`src/rtl/cam_pkg.sv`:
```
// cam_pkg: shared definitions for the CAM controller and its benches.
//   cam_op_e    - command opcode encoding (WRITE/READ/SEARCH/FILL)
//   cam_state_e - controller state encoding
//   clogb2()    - ceiling log2, used to size address and counter fields
package cam_pkg;

  typedef enum logic [1:0] {
    OP_WRITE  = 2'b00,
    OP_READ   = 2'b01,
    OP_SEARCH = 2'b10,
    OP_FILL   = 2'b11
  } cam_op_e;

  typedef enum logic [2:0] {
    IDLE      = 3'd0,
    WR_SET    = 3'd1,
    WR_HOLD   = 3'd2,
    RD_WAIT   = 3'd3,
    SRCH      = 3'd4,
    FILL_SET  = 3'd5,
    FILL_HOLD = 3'd6,
    RESP      = 3'd7
  } cam_state_e;

  // Number of bits needed to index 'value' items; never less than 1.
  function automatic int clogb2(input int value);
    int v;
    int r;
    v = value - 1;
    r = 0;
    while (v > 0) begin
      r = r + 1;
      v = v >> 1;
    end
    if (r == 0) begin
      r = 1;
    end
    return r;
  endfunction

endpackage

```
`src/rtl/cam_ctrl_if.sv`:
```
// cam_ctrl_if: command/response bus between a requester and cam_ctrl.
//   cmd_valid/cmd_ready - command handshake; cmd_op, cmd_addr, cmd_data,
//                         cmd_key, cmd_mask, cmd_col - command operands
//   rsp_valid/rsp_ready - response handshake; rsp_data, rsp_op - payload
//   master modport: requester side; slave modport: controller side.
interface cam_ctrl_if #(
  parameter int WORD_SIZE = 8,
  parameter int AW        = 9
);
  logic                 cmd_valid;
  logic                 cmd_ready;
  logic [1:0]           cmd_op;
  logic [AW-1:0]        cmd_addr;
  logic [WORD_SIZE-1:0] cmd_data;
  logic [WORD_SIZE-1:0] cmd_key;
  logic [WORD_SIZE-1:0] cmd_mask;
  logic                 cmd_col;
  logic                 rsp_valid;
  logic                 rsp_ready;
  logic [WORD_SIZE-1:0] rsp_data;
  logic [1:0]           rsp_op;

  modport master (
    output cmd_valid, cmd_op, cmd_addr, cmd_data, cmd_key, cmd_mask, cmd_col,
    output rsp_ready,
    input  cmd_ready, rsp_valid, rsp_data, rsp_op
  );

  modport slave (
    input  cmd_valid, cmd_op, cmd_addr, cmd_data, cmd_key, cmd_mask, cmd_col,
    input  rsp_ready,
    output cmd_ready, rsp_valid, rsp_data, rsp_op
  );
endinterface

```
`src/rtl/cam_ctrl_cnt.sv`:
```
// cam_ctrl_cnt: loadable up-counter with terminal flag.
//   clk, rst  - clock, synchronous active-high reset
//   load      - load count with load_val and capture limit
//   load_val  - start value; limit - terminal value
//   en        - increment count
//   count     - current value; term - high while count equals captured limit
module cam_ctrl_cnt #(
  parameter int CW = 10
) (
  input  logic          clk,
  input  logic          rst,
  input  logic          load,
  input  logic [CW-1:0] load_val,
  input  logic [CW-1:0] limit,
  input  logic          en,
  output logic [CW-1:0] count,
  output logic          term
);

  logic [CW-1:0] limit_q;

  // Count register with load priority over increment.
  always_ff @(posedge clk) begin
    if (rst) begin
      count   <= {CW{1'b0}};
      limit_q <= {CW{1'b0}};
    end else if (load) begin
      count   <= load_val;
      limit_q <= limit;
    end else if (en) begin
      count   <= count + CW'(1);
    end else begin
      count   <= count;
    end
  end

  assign term = (count == limit_q);

endmodule

```
`src/rtl/cam_ctrl.sv`:
```
// cam_ctrl: sequences WRITE / READ / SEARCH / FILL commands onto a CAM port.
//   CLK100MHZ - clock (rising edge); rst - synchronous active-high reset
//   bus       - cam_ctrl_if slave: command in, response out
//   busy      - high whenever the controller is not idle
//   cam_addr, cam_col, cam_dina, cam_key, cam_mask, cam_wea - registered CAM
//               drive; cam_doutb - CAM read data
// Every cam_* output and response field is registered from the next state,
// so each output changes on the same edge the FSM enters the matching state.
module cam_ctrl
  import cam_pkg::*;
#(
  parameter int WORD_SIZE  = 8,
  parameter int CELL_QUANT = 512,
  parameter int READ_LAT   = 1,
  parameter int SEARCH_CYC = 1,
  parameter int AW         = clogb2(CELL_QUANT)
) (
  input  logic                 CLK100MHZ,
  input  logic                 rst,
  cam_ctrl_if.slave            bus,
  output logic                 busy,
  output logic [AW-1:0]        cam_addr,
  output logic                 cam_col,
  output logic [WORD_SIZE-1:0] cam_dina,
  output logic [WORD_SIZE-1:0] cam_key,
  output logic [WORD_SIZE-1:0] cam_mask,
  output logic                 cam_wea,
  input  logic [WORD_SIZE-1:0] cam_doutb
);

  // Zero-cycle waits are stretched to one so the counter always terminates.
  localparam int RL      = (READ_LAT < 1) ? 1 : READ_LAT;
  localparam int SC      = (SEARCH_CYC < 1) ? 1 : SEARCH_CYC;
  localparam int CNT_MAX = (CELL_QUANT > RL) ? ((CELL_QUANT > SC) ? CELL_QUANT : SC)
                                             : ((RL > SC) ? RL : SC);
  localparam int CW      = clogb2(CNT_MAX + 1);

  cam_state_e    state;
  cam_state_e    state_next;
  cam_op_e       op;
  logic          accept;
  logic          cnt_load;
  logic [CW-1:0] cnt_load_val;
  logic [CW-1:0] cnt_limit;
  logic          cnt_en;
  logic [CW-1:0] cnt_count;
  logic          cnt_term;

  assign accept = (state == IDLE) && bus.cmd_valid;

  // One counter serves read latency, search hold time and FILL cell count;
  // it starts at 1 so count == cells written when a FILL terminates.
  cam_ctrl_cnt #(.CW(CW)) u_cnt (
    .clk      (CLK100MHZ),
    .rst      (rst),
    .load     (cnt_load),
    .load_val (cnt_load_val),
    .limit    (cnt_limit),
    .en       (cnt_en),
    .count    (cnt_count),
    .term     (cnt_term)
  );

  // Next-state and counter control.
  always_comb begin
    state_next   = state;
    cnt_load     = 1'b0;
    cnt_load_val = CW'(1);
    cnt_limit    = CW'(1);
    cnt_en       = 1'b0;
    case (state)
      IDLE: begin
        if (bus.cmd_valid) begin
          cnt_load = 1'b1;
          case (cam_op_e'(bus.cmd_op))
            OP_WRITE:  state_next = WR_SET;
            OP_READ: begin
              state_next = RD_WAIT;
              cnt_limit  = CW'(RL);
            end
            OP_SEARCH: begin
              state_next = SRCH;
              cnt_limit  = CW'(SC);
            end
            OP_FILL: begin
              // Cells from cmd_addr up to the last cell, no wrap.
              state_next = FILL_SET;
              cnt_limit  = CW'(CELL_QUANT) - CW'(bus.cmd_addr);
            end
            default:   state_next = IDLE;
          endcase
        end else begin
          state_next = IDLE;
        end
      end
      WR_SET:  state_next = WR_HOLD;
      WR_HOLD: state_next = RESP;
      RD_WAIT, SRCH: begin
        if (cnt_term) begin
          state_next = RESP;
        end else begin
          cnt_en = 1'b1;
        end
      end
      FILL_SET: state_next = FILL_HOLD;
      FILL_HOLD: begin
        if (cnt_term) begin
          state_next = RESP;
        end else begin
          cnt_en     = 1'b1;
          state_next = FILL_SET;
        end
      end
      RESP: begin
        if (bus.rsp_ready) begin
          state_next = IDLE;
        end else begin
          state_next = RESP;
        end
      end
      default: state_next = IDLE;
    endcase
  end

  // State register plus status outputs derived from the next state.
  always_ff @(posedge CLK100MHZ) begin
    if (rst) begin
      state         <= IDLE;
      busy          <= 1'b0;
      bus.cmd_ready <= 1'b1;
    end else begin
      state         <= state_next;
      busy          <= (state_next != IDLE);
      bus.cmd_ready <= (state_next == IDLE);
    end
  end

  // CAM port drive; wea follows the SET states so it can never be high on
  // two consecutive cycles (every SET is followed by a HOLD).
  always_ff @(posedge CLK100MHZ) begin
    if (rst) begin
      cam_wea  <= 1'b0;
      cam_addr <= {AW{1'b0}};
      cam_dina <= {WORD_SIZE{1'b0}};
      cam_key  <= {WORD_SIZE{1'b0}};
      cam_mask <= {WORD_SIZE{1'b0}};
      cam_col  <= 1'b0;
    end else begin
      cam_wea <= (state_next == WR_SET) || (state_next == FILL_SET);
      if (accept) begin
        cam_col <= bus.cmd_col;
        if (cam_op_e'(bus.cmd_op) == OP_SEARCH) begin
          cam_key  <= bus.cmd_key;
          cam_mask <= bus.cmd_mask;
        end else begin
          cam_addr <= bus.cmd_addr;
          if (cam_op_e'(bus.cmd_op) != OP_READ) begin
            cam_dina <= bus.cmd_data;
          end else begin
            cam_dina <= cam_dina;
          end
        end
      end else if ((state == FILL_HOLD) && (state_next == FILL_SET)) begin
        cam_addr <= cam_addr + AW'(1);
      end else begin
        cam_addr <= cam_addr;
      end
    end
  end

  // Opcode latch and response registers, held stable throughout RESP.
  always_ff @(posedge CLK100MHZ) begin
    if (rst) begin
      op            <= OP_WRITE;
      bus.rsp_valid <= 1'b0;
      bus.rsp_data  <= {WORD_SIZE{1'b0}};
      bus.rsp_op    <= 2'b00;
    end else begin
      if (accept) begin
        op <= cam_op_e'(bus.cmd_op);
      end else begin
        op <= op;
      end
      if ((state != RESP) && (state_next == RESP)) begin
        bus.rsp_valid <= 1'b1;
        bus.rsp_op    <= op;
        case (op)
          OP_READ:  bus.rsp_data <= cam_doutb;
          OP_FILL:  bus.rsp_data <= WORD_SIZE'(cnt_count);
          default:  bus.rsp_data <= {WORD_SIZE{1'b0}};
        endcase
      end else if ((state == RESP) && (state_next == IDLE)) begin
        bus.rsp_valid <= 1'b0;
      end else begin
        bus.rsp_valid <= bus.rsp_valid;
      end
    end
  end

endmodule

```
`src/flat_wrapper.sv`:
```
// flat-port wrapper written by rule: the top's interface ports become plain ports
module cam_ctrl_flat import cam_pkg::*;
#(
  parameter int WORD_SIZE  = 8,
  parameter int CELL_QUANT = 512,
  parameter int READ_LAT   = 1,
  parameter int SEARCH_CYC = 1,
  parameter int AW         = clogb2(CELL_QUANT)
)
  (CLK100MHZ, rst, busy, cam_addr, cam_col, cam_dina, cam_key, cam_mask, cam_wea, cam_doutb, bus_cmd_valid, bus_cmd_op, bus_cmd_addr, bus_cmd_data, bus_cmd_key, bus_cmd_mask, bus_cmd_col, bus_rsp_ready, bus_cmd_ready, bus_rsp_valid, bus_rsp_data, bus_rsp_op);
  cam_ctrl_if #(.WORD_SIZE(WORD_SIZE), .AW(AW)) bus_i ();
  input  logic CLK100MHZ;
  input  logic rst;
  output logic busy;
  output logic [AW-1:0] cam_addr;
  output logic cam_col;
  output logic [WORD_SIZE-1:0] cam_dina;
  output logic [WORD_SIZE-1:0] cam_key;
  output logic [WORD_SIZE-1:0] cam_mask;
  output logic cam_wea;
  input  logic [WORD_SIZE-1:0] cam_doutb;
  input wire logic [$bits(bus_i.cmd_valid)-1:0] bus_cmd_valid;
  input wire logic [$bits(bus_i.cmd_op)-1:0] bus_cmd_op;
  input wire logic [$bits(bus_i.cmd_addr)-1:0] bus_cmd_addr;
  input wire logic [$bits(bus_i.cmd_data)-1:0] bus_cmd_data;
  input wire logic [$bits(bus_i.cmd_key)-1:0] bus_cmd_key;
  input wire logic [$bits(bus_i.cmd_mask)-1:0] bus_cmd_mask;
  input wire logic [$bits(bus_i.cmd_col)-1:0] bus_cmd_col;
  input wire logic [$bits(bus_i.rsp_ready)-1:0] bus_rsp_ready;
  output wire logic [$bits(bus_i.cmd_ready)-1:0] bus_cmd_ready;
  output wire logic [$bits(bus_i.rsp_valid)-1:0] bus_rsp_valid;
  output wire logic [$bits(bus_i.rsp_data)-1:0] bus_rsp_data;
  output wire logic [$bits(bus_i.rsp_op)-1:0] bus_rsp_op;
  assign bus_i.cmd_valid = bus_cmd_valid;
  assign bus_i.cmd_op = bus_cmd_op;
  assign bus_i.cmd_addr = bus_cmd_addr;
  assign bus_i.cmd_data = bus_cmd_data;
  assign bus_i.cmd_key = bus_cmd_key;
  assign bus_i.cmd_mask = bus_cmd_mask;
  assign bus_i.cmd_col = bus_cmd_col;
  assign bus_i.rsp_ready = bus_rsp_ready;
  assign bus_cmd_ready = bus_i.cmd_ready;
  assign bus_rsp_valid = bus_i.rsp_valid;
  assign bus_rsp_data = bus_i.rsp_data;
  assign bus_rsp_op = bus_i.rsp_op;
  cam_ctrl #(.WORD_SIZE(WORD_SIZE), .CELL_QUANT(CELL_QUANT), .READ_LAT(READ_LAT), .SEARCH_CYC(SEARCH_CYC), .AW(AW)) u_core (.CLK100MHZ(CLK100MHZ), .rst(rst), .bus(bus_i), .busy(busy), .cam_addr(cam_addr), .cam_col(cam_col), .cam_dina(cam_dina), .cam_key(cam_key), .cam_mask(cam_mask), .cam_wea(cam_wea), .cam_doutb(cam_doutb));
endmodule
```
`config.mk`:
```
export PLATFORM = sky130hd
export DESIGN_NAME = cam_ctrl_flat
export DESIGN_NICKNAME = d
export VERILOG_FILES = /design/src/rtl/cam_pkg.sv /design/src/rtl/cam_ctrl_if.sv /design/src/rtl/cam_ctrl_cnt.sv /design/src/rtl/cam_ctrl.sv /design/src/flat_wrapper.sv
export SDC_FILE = /design/constraint.sdc
export NUM_CORES = 1
export LEC_CHECK = 0
export BUFFER_PORTS_ARGS = -buffer_cell sky130_fd_sc_hd__buf_2
export CAP_MARGIN = 5
export CORE_ASPECT_RATIO = 0.7
export CORE_MARGIN = 1
export CORE_UTILIZATION = 40
export CTS_CLUSTER_SIZE = 10
export DETAILED_ROUTE_END_ITERATION = 6
export PLACE_DENSITY = 0.6
export SLEW_MARGIN = 20
export SYNTH_ARGS = -nofsm -noshare
export SYNTH_HDL_FRONTEND = slang
export SYNTH_HIERARCHICAL = 1
export SYNTH_SLANG_ARGS = --single-unit
```
`constraint.sdc`:
```
create_clock -name CLK100MHZ -period 4.69 [get_ports CLK100MHZ]
set_input_delay 0.469 -clock CLK100MHZ [delete_from_list [all_inputs] [get_ports CLK100MHZ]]
set_output_delay 0.469 -clock CLK100MHZ [all_outputs]
set_load 0.02 [all_outputs]
```
==> metrics.md <==
| Metric | Value |
|---|---|
| Flip-flop and latch count after synthesis | `73` |
| Routed len/inst | `approximately 14 um` |
| Clock slew at the register clock pins of the worst setup and hold paths | `~0.06 ns` |
| Register area share after synthesis | `roughly two fifths` |
| Height of the die | `around 80 um` |
| Number of clock sinks seen by CTS | `73` |
| Hold Path Class | `in -> reg` |
| Pin count of the biggest net entering global routing | `53` |
| IO Count | `96` |
| First drt pass iteration count | `5` |
| Peak VDD IR | `about 0.33 mV` |
| Number of buffers added for setup after CTS | `0` |
| Primary flip-flop cell chosen by synthesis mapping | `sky130_fd_sc_hd__dfxtp_1` |
| Met1 wire length | `~4.5 mm` |
| CTS tree | `yes` |
| Yosys top cell area share | `40.88%` |
| Maximum fanout along the worst path | `7` |
| Final wirelength | `about 8.7 mm` |
| Transition time at the pin with the least slew margin | `0.8867 ns` |
| Power per cell area | `about 530 nW/um^2` |
| Highest achievable clock rate | `375.5 MHz` |
| Number of pins with negative max-slew slack in the final report | `0` |
| Remaining design rule violation count | `0` |
| Ranking of synthesized cells by instance count | `sky130_fd_sc_hd__dfxtp_1, sky130_fd_sc_hd__nand2_1, sky130_fd_sc_hd__nor2_1` |
| Total global-route track usage | `roughly 20%` |
| Post-Place Cell Area | `4109 um^2` |
| Via count of the first global-routing pass | `2854` |
| Layout cell share with drive strength beyond 1 | `between 20% and 30%` |
| Initial Utilization | `about two fifths` |
| Final total negative setup slack | `0 ns` |
| Number of flops mapped to enable cells by yosys | `0` |
| Clock latency of the later-clocked register in the worst-skew pair | `0.34 ns` |
| Placed wire-length estimate after detailed placement | `about 6 mm` |
| Data arrival at the endpoint of the critical path | `between 2 and 3 ns` |
| Dominant cell by count in the synthesized netlist | `sky130_fd_sc_hd__dfxtp_1` |
| Resize count post-CTS | `0` |
| Global route total overflow | `0` |
| Total of max-cap violations | `0` |
| Result of the run | `finished clean` |
| Starting DRC count in detailed routing | `between 150 and 200` |
| Warnings from Yosys | `6` |
| Total clock buffers created by CTS | `9` |
| Dominant cell type by area after synthesis | `sky130_fd_sc_hd__dfxtp_1` |
| Clock period minus worst slack | `2.663 ns` |
| Fin. Hold Viols | `0` |
| Synthesis-to-layout area growth | `23.77%` |
| Worst slew slack as a fraction of its limit | `between 40% and 50%` |
| Global placer's final weighted congestion | `between 0.8 and 0.9` |
| Setup Skew | `approximately 0.0085 ns` |
| CP Launch Type | `flip-flop` |
| Portion of the clock cycle consumed by the worst path in the final layout | `a little under three fifths` |
| Cell count after synthesis | `between 400 and 500` |
| Setup CP Type | `reg -> reg` |
| Post-route cell area | `4424 um^2` |
| Number of buffers added on ports | `between 90 and 100` |
| Max Root-Sink Buffers | `2` |
| Area of the die | `between 9000 and 10000 um^2` |
| Antenna viol nets, final | `0` |
| Final-stage net count | `563` |
| Global-route wire length before repair | `about 14 mm` |
| Vias per Instance | `5.030` |
| Final count of negative-setup-slack endpoints | `0` |
| Routed length on met2 | `~3.5 mm` |
| Distinct cell type count after synthesis | `between 50 and 60` |
| Top cells by area, synth | `sky130_fd_sc_hd__dfxtp_1, sky130_fd_sc_hd__mux2i_1, sky130_fd_sc_hd__nand2_1, sky130_fd_sc_hd__nor2_1, sky130_fd_sc_hd__a21oi_1` |
| RSZ-0062 raised after global routing | `no` |
| Async SR Flop Fraction | `0%` |
| H-tree Lvls | `3` |
| Number of buffers added to fix hold violations after cts | `0` |
| Critical path capture point type | `flip-flop` |
| Placement Rows | `28` |
| Initial antenna violation count | `0` |
| Horizontal die dimension | `115.0 um` |
| P_leak | `roughly 1.9 nW` |
| Root buffer cell | `sky130_fd_sc_hd__clkbuf_16` |
| Area of the mapped netlist | `around 3600 um^2` |
| Highest routed layer | `met4` |
| ANT cells | `0` |
| Required arrival time at the worst endpoint | `approximately 4.9 ns` |
| Length of routed met3 wiring | `592 um` |
| Via count | `between 3000 and 4000` |
| Mean post-synth cell area | `8.451 um^2` |
| CORE AREA | `between 8000 and 9000 um^2` |
report_power, final:
| group | internal, mW | total (mW) | switching, mW |
|---|---|---|---|
| Sequential | 0.720 | 0.848 | 0.127 |
| Clock | 0.443 | 0.711 | 0.268 |
| Combinational | 0.311 | 0.764 | 0.453 |
| Total | 1.47 | 2.32 | 0.849 |
per-stage QoR:
stage | total power [mW] | setup slack [ns] | util [%] | instances | hold slack [ns]
final | 2.323 | 2.027 | 51.76 | 637 | 0.3633
after global placement | 1.609 | 2.092 | 48.07 | 621 | 0.4388
after CTS | 2.339 | 2.072 | 51.76 | 637 | 0.3522
after floorplan | 1.455 | 2.302 | - | 431 | 0.4804
after detailed placement | 1.617 | 2.086 | 48.07 | 621 | 0.4436
after global routing | 2.470 | 1.784 | 51.76 | 637 | 0.3597
area by class of cell:
type	instances	area [um^2]
clock buffer	11	252.7
clock inverter	5	62.56
fill	835	4124
inverter	10	42.54
multi-input combinational	321	1964
sequential	73	1461
tap	120	150.1
timing repair buffer	97	490.5
worst max-delay path, cell delays in order, from the launching register on:
cell	delay (ns)
sky130_fd_sc_hd__dfxtp_1	0.54
sky130_fd_sc_hd__xnor2_1	0.16
sky130_fd_sc_hd__nand4_1	0.10
sky130_fd_sc_hd__nor4_1	0.72
sky130_fd_sc_hd__or4bb_1	0.26
sky130_fd_sc_hd__a21boi_0	0.41
sky130_fd_sc_hd__nor2_1	0.11
sky130_fd_sc_hd__a32o_1	0.25
path summary, 6_finish.rpt:
| path | from | endpoint | slack [ns] | cells after the start |
|---|---|---|---|---|
| worst max register to register | u_core/u_cnt/count[2]$_SDFFE_PP0P_ | u_core/cam_addr[8]$_SDFFE_PP0P_ | 2.03 | 7 |
| worst min register to register | u_core/cam_col$_SDFFE_PP0P_ | u_core/cam_col$_SDFFE_PP0P_ | 0.45 | 2 |
| worst min-delay path | bus_cmd_data[4] | u_core/cam_dina[4]$_SDFFE_PP0P_ | 0.36 | 3 |
| worst max-delay path | u_core/u_cnt/count[2]$_SDFFE_PP0P_ | u_core/cam_addr[8]$_SDFFE_PP0P_ | 2.03 | 7 |
cells in the final DEF, fill, tap and decap left out, types with 2 or more instances in the layout:
cell type                    count
sky130_fd_sc_hd__nor3b_1         3
sky130_fd_sc_hd__buf_2          95
sky130_fd_sc_hd__dfxtp_1        73
sky130_fd_sc_hd__a32o_1          2
sky130_fd_sc_hd__inv_1           9
sky130_fd_sc_hd__ha_1            3
sky130_fd_sc_hd__and2_1          5
sky130_fd_sc_hd__nand3_1         4
sky130_fd_sc_hd__nand2_1        55
sky130_fd_sc_hd__xnor2_1        15
sky130_fd_sc_hd__xor2_1          9
sky130_fd_sc_hd__or3_1           2
sky130_fd_sc_hd__clkbuf_8        2
sky130_fd_sc_hd__a211oi_1        2
sky130_fd_sc_hd__o41ai_1         2
sky130_fd_sc_hd__nor3_1          5
sky130_fd_sc_hd__a31oi_1         2
sky130_fd_sc_hd__nand2b_1        4
sky130_fd_sc_hd__conb_1         10
sky130_fd_sc_hd__o21a_1          3
sky130_fd_sc_hd__a21oi_1        38
sky130_fd_sc_hd__clkbuf_16       9
sky130_fd_sc_hd__clkinv_4        2
sky130_fd_sc_hd__nor4_1          3
sky130_fd_sc_hd__mux2i_1        40
sky130_fd_sc_hd__nand3b_1        2
sky130_fd_sc_hd__o21ai_0        13
sky130_fd_sc_hd__clkinvlp_4      2
sky130_fd_sc_hd__or4_1           2
sky130_fd_sc_hd__o22ai_1         2
sky130_fd_sc_hd__a311oi_1        2
sky130_fd_sc_hd__nor2b_1         9
sky130_fd_sc_hd__nor2_2          2
sky130_fd_sc_hd__buf_4           2
sky130_fd_sc_hd__nor2_1         54
sky130_fd_sc_hd__nand4_1        10
routing by layer:
| layer | global-route usage [%] | vias to the layer above |
|---|---|---|
| li1 | - | 1618 |
| met1 | 27.88 | 1482 |
| met2 | 27.65 | 96 |
| met3 | 7.313 | 8 |
| met4 | 5.584 | 0 |
| met5 | 0 | - |
sequential cells by signal (all words and copies together), names as in the netlist:
| signal | cells |
|---|---|
| u_core/u_cnt/count | 10 |
| u_core/cam_wea | 1 |
| u_core/busy | 1 |
| u_core/cam_key | 8 |
| u_core/bus.rsp_valid | 1 |
| u_core/op | 2 |
| u_core/state | 3 |
| u_core/bus.rsp_op | 2 |
| u_core/bus.rsp_data | 8 |
| u_core/cam_mask | 8 |
| u_core/u_cnt/limit_q | 10 |
| u_core/cam_col | 1 |
| u_core/bus.cmd_ready | 1 |
| u_core/cam_addr | 9 |
| u_core/cam_dina | 8 |
cell families (layout without fill, tap and decap cells):
| family | after synthesis | count (layout) | synth area share (%) |
|---|---|---|---|
| xor gates and xnor gates | 24 | 24 | 5.881 |
| DFF | 73 | 73 | 40.88 |
| and+or+nand+nor | 168 | 168 | 22.89 |
| AOI/OAI and AO/OA | 75 | 75 | 12.57 |
| adders and majority gates | 3 | 3 | 1.050 |
| other | 2 | 10 | 0.2101 |
| muxes | 41 | 41 | 11.52 |
| buffers and inverters | 37 | 123 | 5.005 |
Note: power is estimated with default switching activity, not from simulation.
